`config.mk`:
```
export PLATFORM = sky130hd
export DESIGN_NAME = pipeline_hazard_controller
export DESIGN_NICKNAME = d
export VERILOG_FILES = /design/src/rtl/pipeline_hazard_controller.sv
export SDC_FILE = /design/constraint.sdc
export NUM_CORES = 1
export LEC_CHECK = 0
export BUFFER_PORTS_ARGS = -buffer_cell sky130_fd_sc_hd__buf_4
export CORE_MARGIN = 3
export CORE_UTILIZATION = 40
export DETAILED_ROUTE_END_ITERATION = 8
export HOLD_SLACK_MARGIN = 0.03
export PLACE_DENSITY = 0.82
export SYNTH_ARGS = -nofsm -noshare
export SYNTH_HDL_FRONTEND = slang
export SYNTH_SLANG_ARGS = --single-unit
```
`constraint.sdc`:
```
create_clock -name i_clk -period 2.4 [get_ports i_clk]
set_input_delay 0.36 -clock i_clk [delete_from_list [all_inputs] [get_ports i_clk]]
set_output_delay 0.36 -clock i_clk [all_outputs]
set_load 0.02 [all_outputs]
```
`src/rtl/pipeline_hazard_controller.sv`:
```
// Hazard/stall sequencer for the five-stage pipeline registers and PC.
// Optional macro PIPE_STALL_COUNTER_EN enables the saturating stall-cycle counter.
module pipeline_hazard_controller #(
   parameter int unsigned DRAIN_CYCLES = 1
) (
   input  logic        i_clk,
   input  logic        i_rst_n,
   input  logic        i_dcache_req,
   input  logic        i_dcache_ready,
   input  logic        i_icache_ready,
   input  logic        i_ex_branch_taken,
   input  logic        i_idex_mem_read,
   input  logic [4:0]  i_idex_rd,
   input  logic        i_id_uses_rs1,
   input  logic        i_id_uses_rs2,
   input  logic [4:0]  i_id_rs1,
   input  logic [4:0]  i_id_rs2,
   input  logic        i_exmem_is_halted,
   output logic        o_pc_write,
   output logic        o_ifid_write,
   output logic        o_idex_write,
   output logic        o_exmem_write,
   output logic        o_memwb_write,
   output logic        o_ifid_flush,
   output logic        o_idex_flush,
   output logic        o_exmem_flush,
   output logic        o_memwb_flush,
   output logic        o_halted,
   output logic [31:0] o_stall_count
);

   typedef enum logic [1:0] {
      S_RUN,
      S_MEM_WAIT,
      S_DRAIN,
      S_HALTED
   } state_t;

   localparam logic [3:0] DRAIN_INIT = 4'(DRAIN_CYCLES);

   state_t     r_state;
   state_t     w_state_next;
   logic [3:0] r_drain_cnt;
   logic [3:0] w_drain_cnt_next;
   logic       w_mem_stall;
   logic       w_load_use;

   assign w_mem_stall = i_dcache_req & ~i_dcache_ready;
   assign w_load_use  = i_idex_mem_read && (i_idex_rd != 5'd0) &&
                        ((i_id_uses_rs1 && (i_id_rs1 == i_idex_rd)) ||
                         (i_id_uses_rs2 && (i_id_rs2 == i_idex_rd)));

   // NOTE: sequential state uses non-blocking assignments so every flop samples pre-edge values.
   always_ff @(posedge i_clk or negedge i_rst_n) begin
      if (!i_rst_n) begin
         r_state     <= S_RUN;
         r_drain_cnt <= 4'd0;
      end else begin
         r_state     <= w_state_next;
         r_drain_cnt <= w_drain_cnt_next;
      end
   end

   always_comb begin
      // NOTE: every output gets a default first so no path through the case infers a latch.
      o_pc_write       = 1'b1;
      o_ifid_write     = 1'b1;
      o_idex_write     = 1'b1;
      o_exmem_write    = 1'b1;
      o_memwb_write    = 1'b1;
      o_ifid_flush     = 1'b0;
      o_idex_flush     = 1'b0;
      o_exmem_flush    = 1'b0;
      o_memwb_flush    = 1'b0;
      o_halted         = 1'b0;
      w_state_next     = r_state;
      w_drain_cnt_next = r_drain_cnt;

      case (r_state)
         S_RUN, S_MEM_WAIT: begin
            w_state_next = S_RUN;
            if (w_mem_stall) begin
               o_pc_write    = 1'b0;
               o_ifid_write  = 1'b0;
               o_idex_write  = 1'b0;
               o_exmem_write = 1'b0;
               o_memwb_flush = 1'b1;
               w_state_next  = S_MEM_WAIT;
            end else if (i_ex_branch_taken) begin
               o_ifid_flush = 1'b1;
               o_idex_flush = 1'b1;
               // A halt arriving with a redirect still drains; fetch is squashed anyway.
               if (i_exmem_is_halted) begin
                  w_state_next     = S_DRAIN;
                  w_drain_cnt_next = DRAIN_INIT;
               end
            end else if (i_exmem_is_halted) begin
               o_pc_write       = 1'b0;
               o_ifid_flush     = 1'b1;
               o_idex_flush     = 1'b1;
               w_state_next     = S_DRAIN;
               w_drain_cnt_next = DRAIN_INIT;
            end else if (w_load_use) begin
               o_pc_write   = 1'b0;
               o_ifid_write = 1'b0;
               o_idex_flush = 1'b1;
            end else if (!i_icache_ready) begin
               o_pc_write   = 1'b0;
               o_ifid_flush = 1'b1;
            end
         end

         S_DRAIN: begin
            if (w_mem_stall) begin
               o_pc_write    = 1'b0;
               o_ifid_write  = 1'b0;
               o_idex_write  = 1'b0;
               o_exmem_write = 1'b0;
               o_memwb_flush = 1'b1;
            end else begin
               o_pc_write       = 1'b0;
               o_ifid_flush     = 1'b1;
               o_idex_flush     = 1'b1;
               o_exmem_flush    = 1'b1;
               w_drain_cnt_next = r_drain_cnt - 4'd1;
               if (r_drain_cnt == 4'd1) begin
                  w_state_next = S_HALTED;
               end
            end
         end

         S_HALTED: begin
            o_pc_write    = 1'b0;
            o_ifid_write  = 1'b0;
            o_idex_write  = 1'b0;
            o_exmem_write = 1'b0;
            o_memwb_write = 1'b0;
            o_halted      = 1'b1;
         end

         default: begin
            w_state_next = S_RUN;
         end
      endcase

      // While reset is held the pipeline registers are kept empty.
      if (!i_rst_n) begin
         o_pc_write    = 1'b0;
         o_ifid_write  = 1'b0;
         o_idex_write  = 1'b0;
         o_exmem_write = 1'b0;
         o_memwb_write = 1'b0;
         o_ifid_flush  = 1'b1;
         o_idex_flush  = 1'b1;
         o_exmem_flush = 1'b1;
         o_memwb_flush = 1'b1;
         o_halted      = 1'b0;
      end
   end

`ifdef PIPE_STALL_COUNTER_EN
   logic [31:0] r_stall_count;

   always_ff @(posedge i_clk or negedge i_rst_n) begin
      if (!i_rst_n) begin
         r_stall_count <= 32'd0;
      end else if (!o_pc_write && (r_state != S_HALTED) && (r_stall_count != 32'hFFFF_FFFF)) begin
         r_stall_count <= r_stall_count + 32'd1;
      end
   end

   assign o_stall_count = r_stall_count;
`else
   assign o_stall_count = 32'd0;
`endif

endmodule

```
* Word level (Yosys, flattened, before mapping)
Index checks and enable logic that the tools add are counted.
Storage, ports and cells: register bits after elaboration 6, latch bits 0, RAM bits 0, memory bits (read-only) 0, bits of input ports 25, output and inout port bits 42, word-level logic and storage cells 75, memories kept 0
Cells by class: add/subtract/negate cells 1, multiply operators 0, div/mod/pow operators 0, order comparisons 0, equal/unequal tests 10, shifts and indexed selects 0, multiplexer cells 47, bitwise operators 2, reductions and logical operators 13
Operators with widths (count):
- $mux W1 | 33
- $mux W4 | 3
- $eq A5 B5 Y1 | 2
- $mux W2 | 4
- $ne A2 B2 Y1 const B | 4
- $pmux W1 S2 | 4
- $pmux W4 S2 | 1
- $reduce_bool A5 Y1 | 1
- $eq A2 B2 Y1 const B | 2
- $eq A4 B1 Y1 const B | 1
- $logic_and A1 B1 Y1 | 4
- $pmux W2 S2 | 1
- $reduce_and A4 Y1 | 1
- $reduce_or A2 Y1 | 2
- $sub A4 B1 Y4 const B | 1
- $pmux W1 S3 | 1
- $reduce_and A3 Y1 | 1
- $reduce_or A3 Y1 | 1
- $eq A2 B1 Y1 const B | 1
- $logic_not A2 Y1 | 1
- $reduce_bool A2 Y1 | 1
- $and A1 B1 Y1 | 1
- $logic_or A1 B1 Y1 | 1
- $not A1 Y1 | 1

* Longest topological paths before layout
depth after elaboration 10, depth in mapped cells 6, depth with buffers taken out 6

* Least setup slack after synthesis
No wires, ideal clock.
kind in2out, from input i_dcache_req, to output o_ifid_flush, arrival 1.872 ns, data required time 2.040 ns, path slack 0.168 ns, cell stages on the path 5, path buffers 1, cell sequence nor2b_1 -> buf_4 -> o31ai_1 -> nor2_1 -> a31oi_1
On the way: word-level cells in the longest chain between the ends 4, elaborated cells on any way between the ends 5, classes of those cells mux: 4; bitwise: 1
RTL lines:
- start: declaration | line 8 | input logic i_dcache_req,
- $and A1 B1 Y1 * | line 48 | assign w_mem_stall = i_dcache_req & ~i_dcache_ready;
- $mux W1 (on tied branches) | line 114, 82
- $pmux W1 S2 * | line 79 | case (r_state)
- $mux W1 * | line 147 | if (!i_rst_n) begin
- end: declaration | line 24 | output logic o_ifid_flush,
Mark *: on every way between the ends. The rest lies on a longest branch, timed or not.

* Worst setup path in the final report
from register r_state[1], to output o_ifid_flush
On the way: word-level cells in the longest chain between the ends 4, elaborated cells on any way between the ends 6, classes of those cells eq/ne: 2; mux: 2; reduce/logical: 2
RTL lines:
- start: declaration | line 41 | state_t r_state;
- start signal: assignment | line 59 | r_state <= w_state_next;
- $eq A2 B1 Y1 / $logic_not A2 Y1 (equally long branches) | line 79
- $reduce_or A2 Y1 | line 79
- $pmux W1 S2 * | line 79
- $mux W1 * | line 147
Marked as above.

==> run metrics <==
run status completed; share of post-route cells with drive strength above 1 28.77%; Initial DRC Count 2; gr usage total 15.72%; initial antenna violation count 0; H-Tree Depth 1; WHS 0.3579 ns; Starting Density 42.99%; WP data arrival 1.77 ns; vias in the first global route 797; CP startpoint kind flip-flop; worst hold path class input pin to flip-flop; critical path class flip-flop to output port; Reg power frac 29.5%; combinational power share 56.2%; most frequent cells in the layout 35 x buf_4, 32 x conb_1, 11 x nand2_1; Synth async-reset ratio 100.0%; final setup fails 0; actual slew at the worst max-slew pin 0.4870 ns; Area contributors post-synth buf_4 31%, dfrtp_1 18%, xnor2_1 10%, nand2_1 4.8%, a21oi_1 4.1%; static leakage 0.5186 nW; Die ar. 2720 um2; antenna diode count 0; number of I/O pins 67; Routed WL 1949 um; Worst-path clk slew 0.05 ns; number of synthesized flops with an enable pin 0; CTS max path bufs 2; Critical Path RT 2.04 ns; row count 16; largest net degree at the start of global routing 13; first-pass iteration count of the detailed router 3; TritonCTS buffer count 3; IO buf count 34; Root Buffer Master clkbuf_4; register area share after synthesis 17.62%; skew final 0.002647 ns; number of setup buffers added after CTS 0; Die Span Y 52.16 um; Psw 0.3041 mW; Clock Latency Late Sink 0.25 ns; commonest non-fill, non-tap cell in the layout buf_4; CTS tree done; clk sinks 6; switching share of total power 45.51%; RePlAce Congestion 0.7822; first-pass GRT wire length 3139 um; final slew viol count 0; CP endpoint kind output port; final worst-path cycle share 88.79%; Mean Syn Cell Area 7.608 um2; die width 52.16 um; Synth top area share 30.84%; HPWL Detailed 1708 um; Post-DRT Antenna Nets 0; GRT Residual Overflow 0; Setup TNS 0 ns; total core area 1982 um2; Distinct cells, synth 30; Peak Freq 0.4693 GHz; cell count after synthesis 112; DRC 0; largest area contributor in the synthesized netlist buf_4; final hold vios 0; Post-Syn Area 852.1 um2; Most used DFF post-synth dfrtp_1; fin crit period 2.131 ns; RSZ-0062 raised after global routing no; max-capacitance violation count 0; Total Nets Final 175; FF-to-FF setup slack 0.97 ns; Area Overhead vs Synth 21.59%; CP Max Fanout 10; Yosys reg bits 6; Rel. slew slack 67.19%; Clock Power Share 14.3%; Max VDD drop 0.3584 mV; via/cell ratio 4.491; Power Internal 0.3642 mW; Vias 777; wire length per cell 11.27 um; P per Cell Area 645.0 nW/um2; Synth warnings 0
[cells by family after synthesis]
family          share of synthesized area (%)
compound gates                          15.27
xor+xnor                                10.28
fa+ha+maj                               2.936
buf+inv                                 32.60
flops                                   17.62
other cells                            0.4401
simple gates                            20.85
[cells in the mapped netlist (all sizes together) (3+ instances only)]
master and n:
buf 35, nand2 11, xnor2 10, a21oi 7, nor3 7, dfrtp 6
o21ai 5, nor2 4, inv 3
[worst max-delay path, cell delays in order (launching register included)]
cell     delay, ns
dfrtp_1       0.52
inv_1         0.17
o31ai_2       0.39
nor2_1        0.09
a31oi_1       0.19
buf_4         0.17
[metrics by stage]
step	worst slack (ns)	total power [mW]	instances	area, um2	util [%]
finish	0.2691	0.6683	173	1036	52.27
global placement	0.3431	0.5556	169	998.5	50.38
CTS	0.1566	0.6733	173	1031	52.02
global route	0.09707	0.7341	173	1036	52.27
floorplan	0.1677	0.4857	143	968.4	-
detailed placement	0.3193	0.5712	169	998.5	50.38
[per-layer routing]
metal / track usage (%) / wire length (um)
met4: 5.106 / 17
met5: 0 / 0
met2: 32.43 / 1085
met1: 14.09 / 665
met3: 4.585 / 182
[timing repair]
item,in CTS,in global routing
endpoints found under the setup margin,0,1
resized for setup,0,1
hold buffers,1,0
endpoints found under the hold margin,6,0
[registers in the layout (all words and copies together), names as in the netlist]
name,cells
r_drain_cnt,4
r_state,2
[layout make-up]
class | count | area, um2
Tap cell | 27 | 33.78
Clock buffer | 3 | 22.52
Fill cell | 196 | 945.9
Sequential cell | 6 | 150.1
Inverter | 3 | 11.26
Multi-Input combinational cell | 98 | 545.5
Timing Repair Buffer | 36 | 272.8
[power by group through the flow]
stage	Combinational [mW]	Clock, mW	Sequential (mW)
final	0.375	0.0957	0.197
after global routing	0.426	0.103	0.205
after floorplan	0.316	0	0.170
after detailed placement	0.375	0	0.196
after global placement	0.362	0	0.193
after CTS	0.377	0.101	0.195
[worst paths after layout]
| path | from | to | cells after the start |
|---|---|---|---|
| worst max-delay path | r_state[1]$_DFFE_PN0P_ | o_ifid_flush | 5 |
| worst min-delay path | i_exmem_is_halted | r_state[1]$_DFFE_PN0P_ | 3 |
| worst max register to register | r_state[0]$_DFFE_PN0P_ | r_drain_cnt[3]$_DFFE_PN0P_ | 4 |
| worst min register to register | r_drain_cnt[1]$_DFFE_PN0P_ | r_drain_cnt[1]$_DFFE_PN0P_ | 2 |
| max in group asynchronous | i_rst_n | r_state[1]$_DFFE_PN0P_ | 2 |
| min in group asynchronous | i_rst_n | r_drain_cnt[0]$_DFFE_PN0P_ | 2 |
(Power assumes the default switching activity.)
